<file path="src/rtl/jtag_vdr_responder_if.sv">
`default_nettype none
// ============================================================================
// Module   : jtag_vdr_responder_if
// Brief    : TCK-domain byte stream between the JTAG responder and fabric.
// Revision : 1.0
// ============================================================================
interface jtag_vdr_responder_if;
    logic [7:0] tx_data;
    logic       tx_valid;
    logic       tx_ready;
    logic [7:0] rx_data;
    logic       rx_valid;

    // Fabric side: offers TX bytes, consumes RX bytes.
    modport master (
        output tx_data,
        output tx_valid,
        input  tx_ready,
        input  rx_data,
        input  rx_valid
    );

    // Responder side.
    modport slave (
        input  tx_data,
        input  tx_valid,
        output tx_ready,
        output rx_data,
        output rx_valid
    );
endinterface
`default_nettype wire

</file>
<file path="src/rtl/jtag_vdr_responder.sv">
`default_nettype none
// ============================================================================
// Module   : jtag_vdr_responder
// Brief    : Virtual JTAG DR responder: DATA/LOOPBACK/DEBUG/INFO/CONTROL modes.
// Revision : 1.0
// ============================================================================
module jtag_vdr_responder #(
    parameter logic [15:0] INFO_WORD  = 16'h0A01,
    parameter logic [7:0]  IDLE_BYTE  = 8'h4A,
    parameter int          CTRL_WIDTH = 8
) (
    input  wire                   tck,
    input  wire                   reset,
    input  wire [2:0]             ir_in,
    input  wire                   virtual_state_cdr,
    input  wire                   virtual_state_sdr,
    input  wire                   virtual_state_udr,
    input  wire                   tdi,
    output logic                  tdo,
    output logic [2:0]            ir_out,
    jtag_vdr_responder_if.slave   bs,
    output logic [CTRL_WIDTH-1:0] ctrl
);

    typedef enum logic [2:0] {
        MODE_DATA  = 3'd0,
        MODE_LOOP  = 3'd1,
        MODE_DEBUG = 3'd2,
        MODE_INFO  = 3'd3,
        MODE_CTRL  = 3'd4
    } mode_e;

    logic [15:0]           r_sr;
    logic [2:0]            r_cnt;
    logic [7:0]            r_txb;
    logic                  r_txb_full;
    logic [7:0]            r_rx_data;
    logic                  r_rx_valid;
    logic [15:0]           r_rx_count;
    logic [CTRL_WIDTH-1:0] r_ctrl;
    logic                  r_bypass;

    mode_e                 w_mode;
    logic                  w_do_cdr;
    logic                  w_do_sdr;
    logic                  w_do_udr;
    logic                  w_byte_done;
    logic                  w_reload;
    logic                  w_accept;
    logic [7:0]            w_next_tx;
    logic [7:0]            w_data_shift;
    logic [CTRL_WIDTH-1:0] w_ctrl_shift;

    always_comb begin
        w_mode = MODE_LOOP;
        case (ir_in)
            3'd0:    w_mode = MODE_DATA;
            3'd2:    w_mode = MODE_DEBUG;
            3'd3:    w_mode = MODE_INFO;
            3'd4:    w_mode = MODE_CTRL;
            default: w_mode = MODE_LOOP;
        endcase
    end

    // Only one strobe acts per cycle: cdr wins over sdr, sdr over udr.
    assign w_do_cdr     = virtual_state_cdr;
    assign w_do_sdr     = virtual_state_sdr && !virtual_state_cdr;
    assign w_do_udr     = virtual_state_udr && !virtual_state_sdr && !virtual_state_cdr;

    assign w_byte_done  = (w_mode == MODE_DATA) && w_do_sdr && (r_cnt == 3'd7);
    assign w_reload     = ((w_mode == MODE_DATA) && w_do_cdr) || w_byte_done;
    assign w_accept     = bs.tx_valid && !r_txb_full;
    assign w_next_tx    = r_txb_full ? r_txb : IDLE_BYTE;
    assign w_data_shift = {tdi, r_sr[7:1]};

    generate
        if (CTRL_WIDTH == 1) begin : g_ctrl_w1
            assign w_ctrl_shift = tdi;
        end else begin : g_ctrl_wn
            assign w_ctrl_shift = {tdi, r_sr[CTRL_WIDTH-1:1]};
        end
    endgenerate

    always_ff @(posedge tck or posedge reset) begin
        if (reset) begin
            r_sr       <= '0;
            r_cnt      <= '0;
            r_txb      <= '0;
            r_txb_full <= 1'b0;
            r_rx_data  <= '0;
            r_rx_valid <= 1'b0;
            r_rx_count <= '0;
            r_ctrl     <= '0;
            r_bypass   <= 1'b0;
        end else begin
            r_rx_valid <= w_byte_done;

            // A reload takes the old buffer contents before a same-cycle accept refills it.
            if (w_accept) begin
                r_txb      <= bs.tx_data;
                r_txb_full <= 1'b1;
            end else if (w_reload) begin
                r_txb_full <= 1'b0;
            end

            if (w_do_cdr) begin
                case (w_mode)
                    MODE_DATA: begin
                        r_cnt     <= '0;
                        r_sr[7:0] <= w_next_tx;
                    end
                    MODE_DEBUG: r_sr <= r_rx_count;
                    MODE_INFO:  r_sr <= INFO_WORD;
                    MODE_CTRL:  r_sr[CTRL_WIDTH-1:0] <= r_ctrl;
                    default: ;
                endcase
            end else if (w_do_sdr) begin
                case (w_mode)
                    MODE_LOOP: r_bypass <= tdi;
                    MODE_DATA: begin
                        r_cnt <= r_cnt + 3'd1;
                        if (r_cnt == 3'd7) begin
                            r_rx_data  <= w_data_shift;
                            r_rx_count <= r_rx_count + 16'd1;
                            r_sr[7:0]  <= w_next_tx;
                        end else begin
                            r_sr[7:0]  <= w_data_shift;
                        end
                    end
                    MODE_DEBUG, MODE_INFO: r_sr <= {tdi, r_sr[15:1]};
                    MODE_CTRL:  r_sr[CTRL_WIDTH-1:0] <= w_ctrl_shift;
                    default: ;
                endcase
            end else if (w_do_udr && (w_mode == MODE_CTRL)) begin
                r_ctrl <= r_sr[CTRL_WIDTH-1:0];
            end
        end
    end

    assign tdo         = (w_mode == MODE_LOOP) ? r_bypass : r_sr[0];
    assign ir_out      = {r_txb_full, (r_rx_count != 16'd0), 1'b0};
    assign bs.tx_ready = !r_txb_full;
    assign bs.rx_data  = r_rx_data;
    assign bs.rx_valid = r_rx_valid;
    assign ctrl        = r_ctrl;

endmodule
`default_nettype wire
</file>
<file path="src/flat_wrapper.sv">
// flat-port wrapper written by rule: the top's interface ports become plain ports
module jtag_vdr_responder_flat 
#(
    parameter logic [15:0] INFO_WORD  = 16'h0A01,
    parameter logic [7:0]  IDLE_BYTE  = 8'h4A,
    parameter int          CTRL_WIDTH = 8
)
  (tck, reset, ir_in, virtual_state_cdr, virtual_state_sdr, virtual_state_udr, tdi, tdo, ir_out, ctrl, bs_tx_data, bs_tx_valid, bs_tx_ready, bs_rx_data, bs_rx_valid);
  jtag_vdr_responder_if bs_i ();
  input  wire tck;
  input  wire reset;
  input  wire [2:0] ir_in;
  input  wire virtual_state_cdr;
  input  wire virtual_state_sdr;
  input  wire virtual_state_udr;
  input  wire tdi;
  output logic tdo;
  output logic [2:0] ir_out;
  output logic [CTRL_WIDTH-1:0] ctrl;
  input wire logic [$bits(bs_i.tx_data)-1:0] bs_tx_data;
  input wire logic [$bits(bs_i.tx_valid)-1:0] bs_tx_valid;
  output wire logic [$bits(bs_i.tx_ready)-1:0] bs_tx_ready;
  output wire logic [$bits(bs_i.rx_data)-1:0] bs_rx_data;
  output wire logic [$bits(bs_i.rx_valid)-1:0] bs_rx_valid;
  assign bs_i.tx_data = bs_tx_data;
  assign bs_i.tx_valid = bs_tx_valid;
  assign bs_tx_ready = bs_i.tx_ready;
  assign bs_rx_data = bs_i.rx_data;
  assign bs_rx_valid = bs_i.rx_valid;
  jtag_vdr_responder #(.INFO_WORD(INFO_WORD), .IDLE_BYTE(IDLE_BYTE), .CTRL_WIDTH(CTRL_WIDTH)) u_core (.tck(tck), .reset(reset), .ir_in(ir_in), .virtual_state_cdr(virtual_state_cdr), .virtual_state_sdr(virtual_state_sdr), .virtual_state_udr(virtual_state_udr), .tdi(tdi), .tdo(tdo), .ir_out(ir_out), .bs(bs_i), .ctrl(ctrl));
endmodule
</file>
<file path="config.mk">
export PLATFORM = sky130hd
export DESIGN_NAME = jtag_vdr_responder_flat
export DESIGN_NICKNAME = d
export VERILOG_FILES = /design/src/rtl/jtag_vdr_responder_if.sv /design/src/rtl/jtag_vdr_responder.sv /design/src/flat_wrapper.sv
export SDC_FILE = /design/constraint.sdc
export NUM_CORES = 1
export LEC_CHECK = 0
export ABC_AREA = 0
export CELL_PAD_IN_SITES_DETAIL_PLACEMENT = 2
export CELL_PAD_IN_SITES_GLOBAL_PLACEMENT = 2
export CORE_MARGIN = 2
export CORE_UTILIZATION = 32
export DETAILED_ROUTE_END_ITERATION = 8
export PLACE_DENSITY_LB_ADDON = 0.1
export RECOVER_POWER = 50
export SETUP_SLACK_MARGIN = 0.15
export SLEW_MARGIN = 20
export SYNTH_ARGS = -nofsm -noshare
export SYNTH_HDL_FRONTEND = slang
export SYNTH_SLANG_ARGS = --single-unit
</file>
<file path="constraint.sdc">
create_clock -name tck -period 2.5 [get_ports tck]
set_clock_uncertainty 0.2 [all_clocks]
set_input_delay 0.75 -clock tck [delete_from_list [all_inputs] [get_ports tck]]
set_output_delay 0.75 -clock tck [all_outputs]
set_load 0.01 [all_outputs]
</file>
==> results of run 1 <==
[layout make-up]
cell class | instances | area (um^2) | area share, %
Sequential cell | 62 | 1551 | 37.04
Multi-Input combinational cell | 196 | 1434 | 34.23
Inverter | 14 | 56.30 | 1.344
Tap cell | 129 | 161.4 | 3.853
Clock buffer | 9 | 123.9 | 2.957
Clock inverter | 7 | 103.9 | 2.479
Timing Repair Buffer | 89 | 758.2 | 18.10
[routing by layer]
layer	vias to the layer above	wire, um	global-route usage (%)
met5	-	0	0
met4	0	271	9.026
met3	18	262	4.172
met2	44	4834	34.46
met1	1314	4057	23.30
li1	1208	-	-
[report_power, final]
group / leakage, nW / total, mW / internal, mW / switching (mW)
Clock: 0.115 / 1.04 / 0.575 / 0.462
Sequential: 0.790 / 1.27 / 1.15 / 0.125
Combinational: 0.980 / 0.543 / 0.290 / 0.253
[synthesized netlist by cell type, types with 2 or more instances]
| cell type | number |
|---|---|
| dfrtp_1 | 62 |
| mux2_2 | 24 |
| nand2_1 | 20 |
| nor2_1 | 15 |
| o21ai_0 | 14 |
| inv_1 | 13 |
| a21oi_1 | 11 |
| nand3_1 | 10 |
| nand4_1 | 10 |
| a221oi_1 | 9 |
| clkbuf_1 | 9 |
| xnor2_1 | 9 |
| nor2b_1 | 6 |
| xor2_1 | 6 |
| a22o_1 | 5 |
| a22oi_1 | 5 |
| nor3_1 | 5 |
| ha_1 | 4 |
| nand2b_1 | 4 |
| a311oi_1 | 3 |
| a31oi_1 | 3 |
| buf_4 | 3 |
| buf_6 | 3 |
| mux2i_1 | 3 |
| nor3b_1 | 3 |
| nor4_1 | 3 |
| a2111oi_0 | 2 |
| a21o_1 | 2 |
| and3_1 | 2 |
| o21ai_1 | 2 |
| o22ai_1 | 2 |
[final timing paths]
path / start / to / slack [ns]
max: ir_in[1] / tdo / 0.05
min: u_core.r_sr[11] / u_core.r_sr[11] / 0.29
max reg2reg: u_core.r_cnt[0] / u_core.r_sr[3] / 0.39
min reg2reg: u_core.r_sr[11] / u_core.r_sr[11] / 0.29
max in group asynchronous: reset / u_core.bs.rx_valid / 0.53
min in group asynchronous: reset / u_core.r_txb[3] / 0.96
[flip-flops by register name (all words and copies together) (netlist names)]
signal	cells
u_core.r_rx_count	16
u_core.r_sr	16
u_core.bs.rx_data	8
u_core.ctrl	8
u_core.r_txb	8
u_core.r_cnt	3
u_core.bs.rx_valid	1
u_core.r_bypass	1
u_core.r_txb_full	1
[cells by family (layout without fill, tap and decap cells)]
logic type / after synthesis / in the layout / synth area share [%]
AND/OR/NAND/NOR: 86 / 86 / 15.12
multiplexers: 27 / 27 / 9.752
buffers and inverters: 30 / 119 / 4.794
flip-flops: 62 / 62 / 50.39
XOR/XNOR: 15 / 15 / 4.267
adder cells (fa/ha/maj): 4 / 4 / 1.625
AO/OA/AOI/OAI: 63 / 63 / 13.94
other: 1 / 1 / 0.1218
[worst max-delay path: stages]
cell	delay [ns]
buf_8	0.08
mux2i_4	0.23
mux2_4	0.32
buf_6	0.12
[layout by cell type, fill, tap and decap left out, types with 10 or more instances in the layout]
master	count
a21oi_1	10
buf_4	47
clkdlybuf4s50_1	30
dfrtp_1	62
inv_1	10
mux2_2	23
nand2_1	20
nand3_1	10
nand4_1	10
nor2_1	16
o21ai_0	14
[timing repair]
| item | 4_1_cts | 5_1_grt |
|---|---|---|
| setup endpoints to repair | 37 | 12 |
| gates resized for setup | 31 | 6 |
| pin swaps | 1 | 1 |
| setup buffers | 1 | 0 |
==> impl_metrics.csv, run 1 <==
group,metric,value,unit
timing,worstMarginPinSlew,0.8946,ns
grt,grt_pass1_wl,15240,um
hold_path,min_path_cells,2,
synth,ys_ff_latch,62,
grt,grt_max_degree,63,
placement,pre_cts_ws,-0.8213,ns
floorplan,die-area,10420,um^2
clock_tree,clk_latency,0.36,ns
placement,dp_cells,489,
timing,fin_crit_sh,98.14,%
placement,io_buffers,38,
synth,yosys_warnings,0,
floorplan,core_area,9284,um^2
layout,nets,394,
routing,drc,0,
floorplan,rows,35,
routing,drt_iter0_drc,80,
synth,synth.avg_cell_area,10.69,um^2
clock_tree,h-tree-depth,3,
timing,hold_slack,0.2882,ns
timing,fmax,407.6,MHz
setup_path,cp-start-kind,"input port",
clock_tree,clock_path_buffers,2,
synth,seq_area_frac_synth,50.39,%
layout,drive_above_1_share,28.38,%
setup_path,r2r_cells,8,
routing,routed-via-count,2584,
layout,fill_cells,979,
synth,ys_async_sr_fraction,100.0,%
synth,synth_cell_types,47,
routing,vias_per_cell,5.107,
floorplan,die_w,102.1,um
setup_path,cp.arrival,1.50,ns
flow_run,cap_viol_max_count,0,
setup_path,cp.required,1.55,ns
clock_tree,numCtsBuffers,9,
synth,synth_cells,288,
synth,netlist_area,3079,um^2
layout,area_delta_synth_final,36.04,%
pwr,peakVddDrop,0.0003508,V
routing,drt_first_pass_iters,4,
synth,synth_top_area_share,50.39,%
floorplan,die_y,102.1,um
timing,setup_violations,0,
grt,grt_pass1_vias,2848,
placement,hpwl,6901,um
clock_tree,root_buffer,"clkbuf_8",
setup_path,endpoint_kind,"primary output",
timing,tns,0,ns
status,outcome,"complete, no violations",
clock_tree,cts_sinks,62,
clock_tree,clk_pin_slew_worst_paths,0.07,ns
grt,track_usage,19.74,%
synth,synth_edf_count,0,
layout,diodes,0,
grt,globalRoute.totalOverflow,0,
pwr,p_per_area,680.8,nW/um^2
synth,yosys.area.top_type,"dfrtp_1",
timing,timing.final.ws_setup,0.04653,ns
routing,ant_nets,0,
hold_path,min_path_type,"flip-flop to flip-flop",
synth,syn-num-nets,310,
clock_tree,tritoncts,"built",
placement,placed_cell_area,3946,um^2
pwr,total_power,2.852,mW
setup_path,cp_max_fo,2,
placement,place_congestion,0.8172,
timing,maxSlewViolCount,0,
routing,avgRoutedWirePerCell,18.63,um
clock_tree,postCtsHoldBufs,0,
timing,rsz0062_at_grt,"true",
timing,relSlewSlack,40.36,%
grt,antenna_found_initial,0,
floorplan,io_pins,40,
pwr,leakagePower,1.885,nW
routing,routed_wirelength,9425,um
layout,stdcell_count,506,
layout,final_area,4189,um^2
synth,synth_ff_type,"dfrtp_1",
synth,synth_area_leaders,"dfrtp_1 50%, mux2_2 8.8%, a221oi_1 2.6%",
timing,finalCriticalPeriod,2.453,ns
layout,fin_util,45.12,%
timing,hold_viol_final,0,
floorplan,initial_core_util,33.17,%
setup_path,worstSetupPathType,"input port to primary output",
Power figures use the tool's default switching activity.
==> run 2, diff against run 1 <==
CORE_ASPECT_RATIO = 0.6   (was default)
==> run 2 against run 1 <==
Non-clock buffer count grew 16; global-route usage grew 3.7 points; core utilization grew 2.3 points; largest cell class unchanged; critical endpoint unchanged; wire length grew 15%; worst hold slack gained 0.011 ns.
==> impl_metrics.csv, run 2 (synthesis gave the netlist of run 1 again) <==
group,metric,value,unit
routing,drt_iter0_drc,117,
clock_tree,h-tree-depth,3,
pwr,p_per_area,701.8,nW/um^2
routing,drc,0,
timing,fmax,402.6,MHz
timing,rsz0062_at_grt,"true",
setup_path,cp-startpoint,"ir_in[1]",
clock_tree,tritoncts,"built",
routing,ant_nets,0,
floorplan,initial_core_util,33.27,%
setup_path,r2r_cells,8,
floorplan,core_area,9256,um^2
grt,grt_pass1_vias,3021,
grt,grt_max_degree,63,
clock_tree,numCtsBuffers,9,
timing,setup_violations,0,
setup_path,crit_path_end,"tdo",
routing,avgRoutedWirePerCell,20.64,um
floorplan,die_w,130.6,um
layout,layout_common_cells,"62 x buf_4, 62 x dfrtp_1, 30 x clkdlybuf4s50_1",
hold_path,min_path_type,"flip-flop to flip-flop",
clock_tree,root_buffer,"clkbuf_16",
grt,antenna_found_initial,0,
placement,placed_cell_area,4008,um^2
pwr,peakVddDrop,0.0004547,V
layout,diodes,0,
routing,routed-via-count,2735,
layout,fill_cells,968,
placement,io_buffers,38,
routing,drt_first_pass_iters,4,
timing,worstMarginPinSlew,0.8846,ns
flow_run,cap_viol_max_count,0,
layout,drive_above_1_share,31.04,%
timing,relSlewSlack,41.02,%
grt,track_usage,23.40,%
timing,maxSlewViolCount,0,
grt,globalRoute.totalOverflow,0,
pwr,leakagePower,1.993,nW
timing,hold_viol_final,0,
placement,place_congestion,0.8124,
timing,fin_crit_sh,99.36,%
setup_path,rr_endpoint,"u_core.r_rx_count[8]",
clock_tree,clk_pin_slew_worst_paths,0.05,ns
floorplan,rows,27,
floorplan,die-area,10450,um^2
clock_tree,clk_latency,0.34,ns
routing,vias_per_cell,5.229,
clock_tree,cts_sinks,62,
setup_path,cp_max_fo,2,
layout,final_area,4390,um^2
routing,routed_wirelength,10800,um
layout,area_delta_synth_final,42.58,%
layout,nets,410,
setup_path,timing.rr.start,"u_core.r_cnt[0]",
setup_path,cp-start-kind,"input port",
status,outcome,"complete, no violations",
setup_path,cp.arrival,1.53,ns
layout,top_regs,"u_core.r_rx_count (16), u_core.r_sr (16)",
setup_path,endpoint_kind,"primary output",
setup_path,cp.required,1.55,ns
floorplan,die_y,79.99,um
clock_tree,clock_path_buffers,2,
floorplan,io_pins,40,
setup_path,worstSetupPathType,"input port to primary output",
grt,grt_pass1_wl,17590,um
placement,hpwl,7634,um
timing,hold_slack,0.2995,ns
timing,finalCriticalPeriod,2.484,ns
setup_path,r2r_setup_slack,0.37,ns
==> run 2: cell count changes in the layout (fill, tap and decap cells not counted), moves of 2 or more <==
cell	previous run	this run
clkbuf_16	0	9
a2111oi_2	2	0
clkinv_4	2	0
clkinv_2	0	2
inv_6	3	0
clkbuf_1	2	5
buf_4	47	62
clkbuf_8	9	0
nor4_1	3	1
==> run 2: what timing repair did <==
item,4_1_cts,5_1_grt
gates resized for setup,33,6
endpoints found under the setup margin,53,12
hold buffers,0,0
pin swaps,0,2
setup buffers,4,5
==> run 2: routing by layer <==
metal	vias up	track usage, %	share of wire, %
li1	1246	-	-
met1	1423	34.15	51
met2	52	34.58	44
met3	14	5.429	3.7
met4	0	6.489	1.2
met5	-	0	0
==> run 2: worst min-delay path by stage <==
| stage | from | endpoint | slack, ns | depth (start not counted) |
|---|---|---|---|---|
| finish | u_core.r_txb[6] | u_core.r_txb[6] | 0.30 | 1 |
| detailed placement | u_core.r_sr[9] | u_core.r_sr[9] | 0.29 | 2 |
| floorplan | u_core.r_sr[9] | u_core.r_sr[9] | 0.25 | 2 |
| global route | u_core.bs.rx_data[4] | u_core.bs.rx_data[4] | 0.33 | 1 |
| global placement | u_core.r_sr[9] | u_core.r_sr[9] | 0.26 | 2 |
| CTS | u_core.r_txb[6] | u_core.r_txb[6] | 0.31 | 1 |
==> run 2: area by class of cell <==
type,count,area [um^2],area share (%)
timing repair buffer,105,882.1,20.09
tap,130,162.7,3.705
clock inverter,4,47.55,1.083
inverter,14,56.30,1.282
multi-input combinational,196,1454,33.11
sequential,62,1551,35.34
clock buffer,12,236.5,5.386
==> run 2: power breakdown <==
group / switching, mW / internal (mW) / total (mW)
clock network: 0.443 / 0.768 / 1.21
logic: 0.277 / 0.311 / 0.588
registers: 0.132 / 1.15 / 1.28
==> run 2: critical path, stage by stage <==
cell     delay [ns]
buf_8          0.09
mux2i_4        0.24
mux2_4         0.33
buf_6          0.12
==> run 2: stage by stage <==
stage | setup TNS (ns) | cells | util (%) | setup WS (ns) | total power [mW]
after floorplan | 0 | 288 | - | 0.1382 | 1.549
after global placement | -21.35 | 498 | 43.30 | -0.8920 | 1.824
after detailed placement | -23.50 | 498 | 43.30 | -0.8895 | 1.858
after CTS | 0 | 518 | 46.97 | 0.02509 | 3.109
after global routing | -0.006767 | 523 | 47.43 | -0.006767 | 3.243
final | 0 | 523 | 47.43 | 0.01599 | 3.081
==> run 3, diff against run 2 <==
CELL_PAD_IN_SITES_DETAIL_PLACEMENT = default   (was 2)
CELL_PAD_IN_SITES_GLOBAL_PLACEMENT = default   (was 2)
CORE_UTILIZATION = 50   (was 32)
PLACE_DENSITY = 0.81   (was default)
PLACE_DENSITY_LB_ADDON = default   (was 0.1)
RECOVER_POWER = 100   (was 50)
==> run 3 against run 2 <==
Critical path depth unchanged; highest routed layer unchanged; critical endpoint unchanged; wire length decreased by 25%; largest power group unchanged; worst setup slack improved by 0.0027 ns.
==> impl_metrics.csv, run 3 (synthesis gave the netlist of run 1 again) <==
group,metric,value,unit
layout,nets,399,
timing,hold_viol_final,0,
layout,layout_common_cells,"61 x dfrtp_1, 39 x buf_4, 23 x mux2_2",
clock_tree,cts_sinks,62,
routing,drc,0,
timing,finalCriticalPeriod,2.481,ns
setup_path,cp_max_fo,2,
layout,area_delta_synth_final,32.43,%
pwr,peakVddDrop,0.0004522,V
grt,grt_pass1_wl,13550,um
placement,hpwl,5743,um
layout,diodes,0,
clock_tree,clock_path_buffers,2,
routing,routed-via-count,2691,
grt,track_usage,26.29,%
routing,drt_iter0_drc,253,
timing,relSlewSlack,44.90,%
timing,fmax,403.0,MHz
flow_run,cap_viol_max_count,0,
timing,tns,0,ns
routing,routed_wirelength,8124,um
timing,fin_crit_sh,99.25,%
timing,hold_slack,0.3064,ns
pwr,leakagePower,1.891,nW
grt,antenna_found_initial,0,
routing,vias_per_cell,5.787,
floorplan,die-area,6823,um^2
timing,setup_violations,0,
floorplan,die_w,105.3,um
setup_path,endpoint_kind,"primary output",
layout,drive_above_1_share,26.77,%
floorplan,die_y,64.79,um
routing,avgRoutedWirePerCell,17.47,um
timing,worstMarginPinSlew,0.8266,ns
clock_tree,clk_pin_slew_worst_paths,0.07,ns
pwr,p_per_area,651.5,nW/um^2
placement,dp_cells,446,
clock_tree,numCtsBuffers,9,
timing,rsz0062_at_grt,"true",
setup_path,cp-start-kind,"input port",
placement,place_congestion,0.9330,
floorplan,io_pins,40,
grt,globalRoute.totalOverflow,0,
setup_path,cp.arrival,1.53,ns
clock_tree,clk_latency,0.34,ns
pwr,total_power,2.657,mW
timing,maxSlewViolCount,0,
routing,drt_first_pass_iters,6,
floorplan,rows,22,
layout,fill_cells,477,
layout,top_regs,"u_core.r_rx_count (16), u_core.r_sr (16)",
grt,grt_max_degree,63,
clock_tree,h-tree-depth,3,
routing,ant_nets,0,
floorplan,core_area,6028,um^2
placement,io_buffers,38,
clock_tree,root_buffer,"clkbuf_8",
setup_path,cp.required,1.55,ns
layout,stdcell_count,465,
layout,final_common_cell,"dfrtp_1",
grt,grt_pass1_vias,2672,
setup_path,worstSetupPathType,"input port to primary output",
floorplan,initial_core_util,51.08,%
status,outcome,"complete, no violations",
hold_path,min_path_type,"flip-flop to flip-flop",
clock_tree,tritoncts,"built",
-- run 3: final timing paths --
kind | from | end | slack, ns | depth (start not counted)
max in group asynchronous | reset | u_core.r_rx_count[14] | 0.54 | 3
min in group asynchronous | reset | u_core.bs.rx_data[0] | 0.97 | 3
worst max-delay path | ir_in[1] | tdo | 0.02 | 4
worst min-delay path | u_core.bs.rx_data[2] | u_core.bs.rx_data[2] | 0.31 | 1
worst max register to register | u_core.r_cnt[0] | u_core.bs.rx_data[7] | 0.35 | 6
worst min register to register | u_core.bs.rx_data[2] | u_core.bs.rx_data[2] | 0.31 | 1
-- run 3: where the power goes --
group          leakage [nW]  switching, mW  internal [mW]
sequential            0.788          0.125           1.15
clock                0.0952          0.379          0.478
combinational          1.01          0.247          0.279
total                  1.89          0.751           1.91
-- run 3: layout make-up --
cell class | instances | area, um^2 | area share, %
multi-input combinational | 196 | 1418 | 34.77
timing repair buffer | 94 | 757.0 | 18.56
sequential | 62 | 1553 | 38.08
clock buffer | 11 | 141.4 | 3.467
tap | 84 | 105.1 | 2.577
inverter | 14 | 56.30 | 1.381
clock inverter | 4 | 47.55 | 1.166
-- run 3: metal layers --
layer  part of all wire [%]  vias to the layer above  routed length (um)  track usage (%)
met3                    8.0                       20                 651            7.344
met5                      0                        -                   0                0
met2                     44                      136                3611            39.60
met4                    1.9                        0                 153            8.833
met1                     46                     1315                3707            36.78
li1                       -                     1220                   -                -
-- run 3: what timing repair did --
action / in CTS / in global routing
hold buffers: 0 / 0
pin swaps: 1 / 1
gates resized for setup: 32 / 5
setup endpoints to repair: 35 / 15
buffers inserted: 2 / 2
-- run 3: metrics by stage --
step	instance area, um^2	worst slack (ns)	util (%)
finish	4078	0.01864	67.64
global route	4078	0.01229	67.64
CTS	4124	0.01688	68.41
detailed placement	3905	-0.8359	64.78
global placement	3905	-0.8408	64.78
floorplan	3103	0.1382	-
-- run 3: critical path, cell delays in order --
cell	delay, ns
buf_8	0.08
mux2i_4	0.24
mux2_4	0.34
buf_6	0.12
